===== src/rtl/serial_subtractor.sv =====
// Bit-serial subtractor: A - B - Bin, one bit per clock LSB first, through a
// single full-subtractor cell with the borrow carried in a register.
module serial_subtractor #(
  parameter int WIDTH = 8
) (
  input  logic             clk,
  input  logic             rst_n,
  input  logic             start,
  input  logic [WIDTH-1:0] A,
  input  logic [WIDTH-1:0] B,
  input  logic             Bin,
  output logic             busy,
  output logic             done,
  output logic [WIDTH-1:0] Diff,
  output logic             Bout,
  output logic             Zero,
  output logic             Ovf
);

  localparam int CW = $clog2(WIDTH);

  typedef enum logic [1:0] {
    ST_IDLE = 2'd0,
    ST_RUN  = 2'd1,
    ST_DONE = 2'd2
  } state_t;

  // Full-subtractor cell: returns {borrow, sub}.
  function automatic logic [1:0] fs_cell(input logic a, input logic b, input logic c);
    logic d;
    logic bo;
    d  = a ^ b ^ c;
    bo = (~a & b) | (~(a ^ b) & c);
    return {bo, d};
  endfunction

  state_t           state_r;
  state_t           state_nxt_s;
  logic [WIDTH-1:0] a_r;
  logic [WIDTH-1:0] b_r;
  logic [WIDTH-1:0] res_r;
  logic             borrow_r;
  logic [CW-1:0]    cnt_r;
  logic [1:0]       cell_s;
  logic [WIDTH-1:0] res_nxt_s;
  logic             last_s;
  logic             accept_s;
  logic             finish_s;

  // Next-state logic plus the bit-slice evaluated this cycle.
  always_comb begin
    state_nxt_s = state_r;
    accept_s    = 1'b0;
    finish_s    = 1'b0;
    cell_s      = fs_cell(a_r[0], b_r[0], borrow_r);
    res_nxt_s   = {cell_s[0], res_r[WIDTH-1:1]};
    last_s      = (cnt_r == CW'(WIDTH - 1));
    case (state_r)
      ST_IDLE: begin
        if (start) begin
          state_nxt_s = ST_RUN;
          accept_s    = 1'b1;
        end else begin
          state_nxt_s = ST_IDLE;
        end
      end
      ST_RUN: begin
        if (last_s) begin
          state_nxt_s = ST_DONE;
          finish_s    = 1'b1;
        end else begin
          state_nxt_s = ST_RUN;
        end
      end
      ST_DONE: state_nxt_s = ST_IDLE;
      default: state_nxt_s = ST_IDLE;
    endcase
  end

  // State register.
  always_ff @(posedge clk or negedge rst_n) begin
    if (!rst_n) begin
      state_r <= ST_IDLE;
    end else begin
      state_r <= state_nxt_s;
    end
  end

  // Operand, borrow and partial-result shift registers.
  always_ff @(posedge clk or negedge rst_n) begin
    if (!rst_n) begin
      a_r      <= {WIDTH{1'b0}};
      b_r      <= {WIDTH{1'b0}};
      res_r    <= {WIDTH{1'b0}};
      borrow_r <= 1'b0;
      cnt_r    <= {CW{1'b0}};
    end else if (accept_s) begin
      a_r      <= A;
      b_r      <= B;
      borrow_r <= Bin;
      cnt_r    <= {CW{1'b0}};
    end else if (state_r == ST_RUN) begin
      a_r      <= {1'b0, a_r[WIDTH-1:1]};
      b_r      <= {1'b0, b_r[WIDTH-1:1]};
      res_r    <= res_nxt_s;
      borrow_r <= cell_s[1];
      cnt_r    <= cnt_r + CW'(1);
    end
  end

  // Result outputs change only when the MSB completes; Ovf compares borrow in/out of the MSB.
  always_ff @(posedge clk or negedge rst_n) begin
    if (!rst_n) begin
      busy <= 1'b0;
      done <= 1'b0;
      Diff <= {WIDTH{1'b0}};
      Bout <= 1'b0;
      Zero <= 1'b0;
      Ovf  <= 1'b0;
    end else begin
      busy <= (state_nxt_s != ST_IDLE);
      done <= finish_s;
      if (finish_s) begin
        Diff <= res_nxt_s;
        Bout <= cell_s[1];
        Zero <= (res_nxt_s == {WIDTH{1'b0}});
        Ovf  <= borrow_r ^ cell_s[1];
      end
    end
  end

endmodule


===== config.mk =====
export PLATFORM = sky130hd
export DESIGN_NAME = serial_subtractor
export DESIGN_NICKNAME = d
export VERILOG_FILES = /design/src/rtl/serial_subtractor.sv
export SDC_FILE = /design/constraint.sdc
export NUM_CORES = 1
export LEC_CHECK = 0
export BUFFER_PORTS_ARGS = -buffer_cell sky130_fd_sc_hd__buf_2
export CORE_MARGIN = 2
export CORE_UTILIZATION = 27
export DETAILED_ROUTE_END_ITERATION = 6
export PLACE_DENSITY = 0.44
export SLEW_MARGIN = 20
export SYNTH_ARGS = -nofsm -noshare
export SYNTH_HDL_FRONTEND = slang
export SYNTH_SLANG_ARGS = --single-unit

===== constraint.sdc =====
create_clock -name clk -period 1.6 [get_ports clk]
set_input_delay 0.32 -clock clk [delete_from_list [all_inputs] [get_ports clk]]
set_output_delay 0.32 -clock clk [all_outputs]
set_load 0.05 [all_outputs]

==> results.py, run 1 <==
metrics = {
    "status": {
        "run_status": "completed",
    },
    "synthesis": {
        "synth-main-ff-cell": "dfrtp_1",
        "yosys.area_share.adder_pct": 2.62,
        "seq_area_frac_synth_pct": 61.2,
        "synthXorXnorAreaFrac_pct": 0.510,
        "synth_compound_area_share_pct": 10.1,
        "synthMuxAreaShare_pct": 5.25,
        "ys_warn_count": 0,
        "syn_area_per_cell_um2": 10.8,
        "synth_async_sr_flop_share_pct": 100,
        "synthSimpleGateAreaFrac_pct": 16.8,
        "yosys_register_bits": 42,
        "synth_top_family_by_area": "simple AND/OR/NAND/NOR gates",
        "yosysUniqueCellTypes": 20,
        "syn_area_um2": 1720,
        "synth-edff-count": 0,
        "synth_cells": 159,
        "syn-num-nets": 182,
    },
    "timing": {
        "report.final.slew_viol_count": 0,
        "fin_crit_ps": 1490,
        "hold_viol": 0,
        "rsz0062_at_grt": "no",
        "tns_ps": 0,
        "slew_headroom_pct": 61.8,
        "tightest_slew_ps": 573,
        "fmax_mhz": 673,
        "post-route-period-util_pct": 92.8,
        "setup_viol": 0,
        "setup_ws_ps": 115,
        "fin_skew_ps": 7.00,
    },
    "clock_tree": {
        "clock_latency_ps": 290,
        "clk_pin_slew_ps": 80,
        "cts_tree": "built",
        "htreeDepth": 2,
        "cts_buffers": 5,
        "clk_path_buf_depth": 2,
        "cts-root-buf": "clkbuf_8",
        "cts.sink_count": 42,
    },
    "worst_setup_path": {
        "cp.depth": 4,
        "critical-path-max-stage-delay_ps": 390,
        "path_buf_inv": 0,
        "cp-start-kind": "register",
        "r2r_start": "cnt_r[0]",
        "worstPathMaxFanout": 16,
        "crit_type": "reg2reg",
        "cp-startpoint": "cnt_r[0]",
        "endpoint_kind": "register",
        "ff2ff_path_depth": 4,
        "cp_common_cell": "ha_1",
        "arrival_ps": 1670,
        "worstPathRequired_ps": 1780,
        "cp_top_family": "adder cells",
        "cp_cell_sequence": "ha_1, ha_1, nand3b_4, mux2_2",
        "cp_slowest_cell": "dfrtp_1",
    },
    "floorplan": {
        "die_area_um2": 7010,
        "start_util_pct": 27.5,
        "core_um2": 6240,
        "die_y_um": 83.7,
        "pin_count": 33,
        "row_count": 29,
        "die_x_um": 83.7,
    },
    "flow_run": {
        "maxCapViolCount": 0,
    },
    "drt": {
        "vias_per_cell": 4.44,
        "ant_nets": 0,
        "drcViolationCount": 0,
        "vias": 1225,
        "firstDrtPassIters": 4,
        "wl_um": 3470,
        "drt-initial-drc-count": 36,
        "post_drt_wl_per_cell_um": 12.6,
    },
    "cells_and_area": {
        "area_growth_pct": 22.7,
        "n_fill_cell": 657,
        "fin_nets": 222,
        "diodes": 0,
        "final_cell_mix": "nand2_1 (61), dfrtp_1 (42), buf_2 (32)",
        "final_common_cell": "nand2_1",
        "drive_gt1_share_pct": 27.1,
    },
    "pwr": {
        "p_leak_nw": 1.10,
        "p_total_mw": 4.45,
        "p_per_area_nw_per_um2": 2110,
        "irDropWorstVdd_v": 0.000725,
    },
    "global_routing": {
        "grt_use_total_pct": 10.8,
        "overflow": 0,
        "first_global_vias": 1229,
        "antenna_found_initial": 0,
        "grt_max_degree": 23,
        "grt_first_pass_wirelength_um": 6040,
    },
    "place": {
        "dp_hpwl_um": 2430,
        "place_ws_ps": 114,
        "finalWeightedCongestion": 0.701,
        "io_buffer_count": 32,
    },
    "min_path": {
        "hold_class": "in2reg",
        "worstHoldStart": "A[7]",
        "min_path_cells": 3,
    },
}
[per-layer routing]
metal  GRT usage (%)  wire length [um]
met1            15.0              1770
met2            15.7              1470
met3            3.96               200
met4            3.52                34
met5               0                 0
[layout make-up]
type                       instances  area [um2]  area share [%]
sequential                        42        1050            49.9
clock inverter                     1        30.0            1.43
tap                               77        96.3            4.57
multi-input combinational        105         606            28.7
clock buffer                       6        82.6            3.92
inverter                           5        18.8           0.891
timing repair buffer              40         223            10.6
[report_power, final]
group          internal [mW]  switching, mW
clock network          0.499          0.347
registers               1.51          0.279
logic                  0.603           1.20
[kinds of logic after synthesis]
group | Yosys count
AOI/OAI and AO/OA | 26
xor gates and xnor gates | 1
adders and majority gates | 3
buffers and inverters | 12
DFF | 42
muxes | 8
and+or+nand+nor | 67
[worst register-to-register path, cell delays in order, from the launching register on]
cell and delay, ps:
dfrtp_1 390, ha_1 200, ha_1 230, nand3b_4 200
mux2_2 360
[what timing repair did]
item                                   4_1_cts  5_1_grt
endpoints found under the hold margin       18        0
gates resized for setup                      0        0
hold buffers                                 1        0
setup endpoints to repair                    0        0
buffers inserted                             0        0
[stage by stage]
step	utilization [%]	hold slack [ps]	instance area [um2]	cells
after detailed placement	31.8	291	1980	268
final	33.8	232	2110	276
after floorplan	-	24.4	1720	159
after global placement	31.8	299	1980	268
after CTS	33.8	225	2110	276
after global routing	33.8	230	2110	276
[synth_stat cells (2+ instances only)]
cell / n / area share (%)
nand2_1: 61 / 13
ha_1: 2 / 1.5
a22oi_1: 14 / 6.1
dfrtp_1: 42 / 61
o21ai_0: 8 / 2.3
buf_2: 6 / 1.7
mux2_1: 2 / 1.3
o21bai_1: 2 / 0.87
mux2_2: 6 / 3.9
inv_1: 5 / 1.1
nor4_1: 2 / 0.73
[flip-flops by register name, summed over array words and instances (netlist names), 2 cells and up]
name and cells:
a_r 8, cnt_r 3, b_r 8, state_r 2, res_r 7, Diff 8
[path summary, 6_finish.rpt]
| path | slack, ps | to |
|---|---|---|
| worst min register to register | 480 | a_r[2] |
| max in group asynchronous | 570 | cnt_r[0] |
| worst max register to register | 110 | Diff[0] |
| worst min-delay path | 230 | a_r[7] |
| worst max-delay path | 110 | Diff[0] |
| min in group asynchronous | 490 | Diff[1] |
(Power assumes the default switching activity.)
==> run 2, diff against run 1 <==
--- a/config.mk
+++ b/config.mk
@@ -10,5 +10,4 @@
 export CORE_UTILIZATION = 27
 export DETAILED_ROUTE_END_ITERATION = 6
-export PLACE_DENSITY = 0.44
 export SLEW_MARGIN = 20
 export SYNTH_ARGS = -nofsm -noshare
==> constraint.sdc (replaced) <==
create_clock -name clk -period 1.6 [get_ports clk]
set_input_delay 0.24 -clock clk [delete_from_list [all_inputs] [get_ports clk]]
set_output_delay 0.24 -clock clk [all_outputs]
set_load 0.05 [all_outputs]
==> run 2 against run 1 <==
Effect of this change: die area unchanged; clock-buffer cell count unchanged; fmax increased by 0.11%; highest routed layer unchanged; utilization increased by 0.74 points.
==> results.py, run 2 (synthesis gave the netlist of run 1 again) <==
metrics = {
    "place": {
        "dp_hpwl_um": 2230,
        "place_ws_ps": 115,
        "finalWeightedCongestion": 0.689,
        "io_buffer_count": 32,
        "dp_cells": 266,
        "dpl-instance-area_um2": 1990,
    },
    "floorplan": {
        "die_y_um": 83.7,
        "die_x_um": 83.7,
        "core_um2": 6240,
        "die_area_um2": 7010,
        "row_count": 29,
        "start_util_pct": 27.5,
        "pin_count": 33,
    },
    "cells_and_area": {
        "fin_nets": 220,
        "drive_gt1_share_pct": 27.3,
        "largestRegisters": "Diff (8), a_r (8), b_r (8)",
        "diodes": 0,
        "final_common_cell": "nand2_1",
        "area_growth_pct": 25.4,
        "final_cells": 275,
        "final_cell_mix": "nand2_1 (61), dfrtp_1 (42), buf_2 (32)",
        "fin_util_pct": 34.5,
        "fin_area_um2": 2150,
    },
    "worst_setup_path": {
        "r2r_start": "cnt_r[0]",
        "cp_common_cell": "ha_1",
        "crit_type": "reg2reg",
        "arrival_ps": 1680,
        "critical-path-max-stage-delay_ps": 400,
        "cp-start-kind": "register",
        "ff2ff_path_depth": 4,
        "endpoint_kind": "register",
        "reg2reg_slack_ps": 120,
        "r2r_end": "Diff[0]",
        "cp_cell_sequence": "ha_1, ha_1, nand3b_4, mux2_2",
        "cp-startpoint": "cnt_r[0]",
        "endpoint": "Diff[0]",
        "cp_slowest_cell": "dfrtp_1",
        "worstPathRequired_ps": 1790,
        "worstPathMaxFanout": 16,
    },
    "drt": {
        "drcViolationCount": 0,
        "wl_um": 3280,
        "vias_per_cell": 4.37,
        "ant_nets": 0,
        "firstDrtPassIters": 4,
        "post_drt_wl_per_cell_um": 11.9,
        "drt-initial-drc-count": 51,
        "vias": 1202,
    },
    "timing": {
        "setup_viol": 0,
        "slew_headroom_pct": 63.6,
        "post-route-period-util_pct": 92.7,
        "fin_crit_ps": 1480,
        "fin_skew_ps": 3.47,
        "tightest_slew_ps": 547,
        "setup_ws_ps": 117,
        "fmax_mhz": 674,
        "hold_viol": 0,
        "report.final.slew_viol_count": 0,
    },
    "global_routing": {
        "overflow": 0,
        "first_global_vias": 1214,
        "grt_max_degree": 43,
        "antenna_found_initial": 0,
        "grt_use_total_pct": 10.5,
        "grt_first_pass_wirelength_um": 5800,
    },
    "clock_tree": {
        "cts.sink_count": 42,
        "cts_setup_buffers": 0,
        "clock_latency_ps": 300,
        "clk_path_buf_depth": 2,
        "cts-root-buf": "clkbuf_8",
        "cts_buffers": 5,
        "cts_tree": "built",
        "htreeDepth": 2,
        "clk_pin_slew_ps": 80,
    },
    "pwr": {
        "p_leak_nw": 1.11,
        "irDropWorstVdd_v": 0.000933,
        "p_per_area_nw_per_um2": 2170,
    },
    "flow_run": {
        "maxCapViolCount": 0,
    },
    "status": {
        "run_status": "completed",
    },
    "min_path": {
        "hold_class": "in2reg",
    },
}
run 2: power by group:
part / leakage (nW) / internal [mW] / switching, mW / total [mW]
registers: 0.534 / 1.51 / 0.278 / 1.79
clock network: 0.0714 / 0.665 / 0.367 / 1.03
logic: 0.508 / 0.632 / 1.22 / 1.85
run 2: worst max-delay path, delay by kind of cell, from the launching register on:
kind                     cells  cell delay (ps)
adder cells (fa/ha/maj)      2              420
multiplexers                 1              360
flip-flops                   1              400
AND/OR/NAND/NOR              1              200
run 2: area by class of cell:
class                      count  area [um2]
inverter                       5        18.8
sequential                    42        1050
fill                         651        4090
timing repair buffer          38         233
multi-input combinational    105         612
clock inverter                 2        60.1
clock buffer                   6        82.6
tap                           77        96.3
run 2: metal layers:
metal / vias to the layer above / wire, um / global-route usage, %
li1: 602 / - / -
met1: 556 / 1590 / 14.3
met2: 36 / 1400 / 14.7
met3: 8 / 232 / 4.15
met4: 0 / 64 / 4.40
met5: - / 0 / 0
run 2: timing repair:
item,CTS,global route
setup endpoints to repair,0,1
hold endpoints to repair,42,0
gates resized for setup,0,1
hold buffers,1,0
run 2: per-stage QoR:
stage	setup TNS, ps	hold WS (ps)	total power, mW
after global routing	-25.2	156	5.05
after CTS	0	137	4.72
final	0	146	4.67
after floorplan	0	-55.6	3.15
after detailed placement	0	230	3.68
after global placement	0	233	3.63
run 2: worst min-delay path by stage:
stage	cells after the start	startpoint	slack, ps	to
finish	3	A[7]	150	a_r[7]
global route	3	B[7]	160	b_r[7]
CTS	3	B[7]	140	b_r[7]
detailed placement	2	rst_n	230	Diff[1]
global placement	2	rst_n	230	Diff[2]
floorplan	0	rst_n	-60	Bout
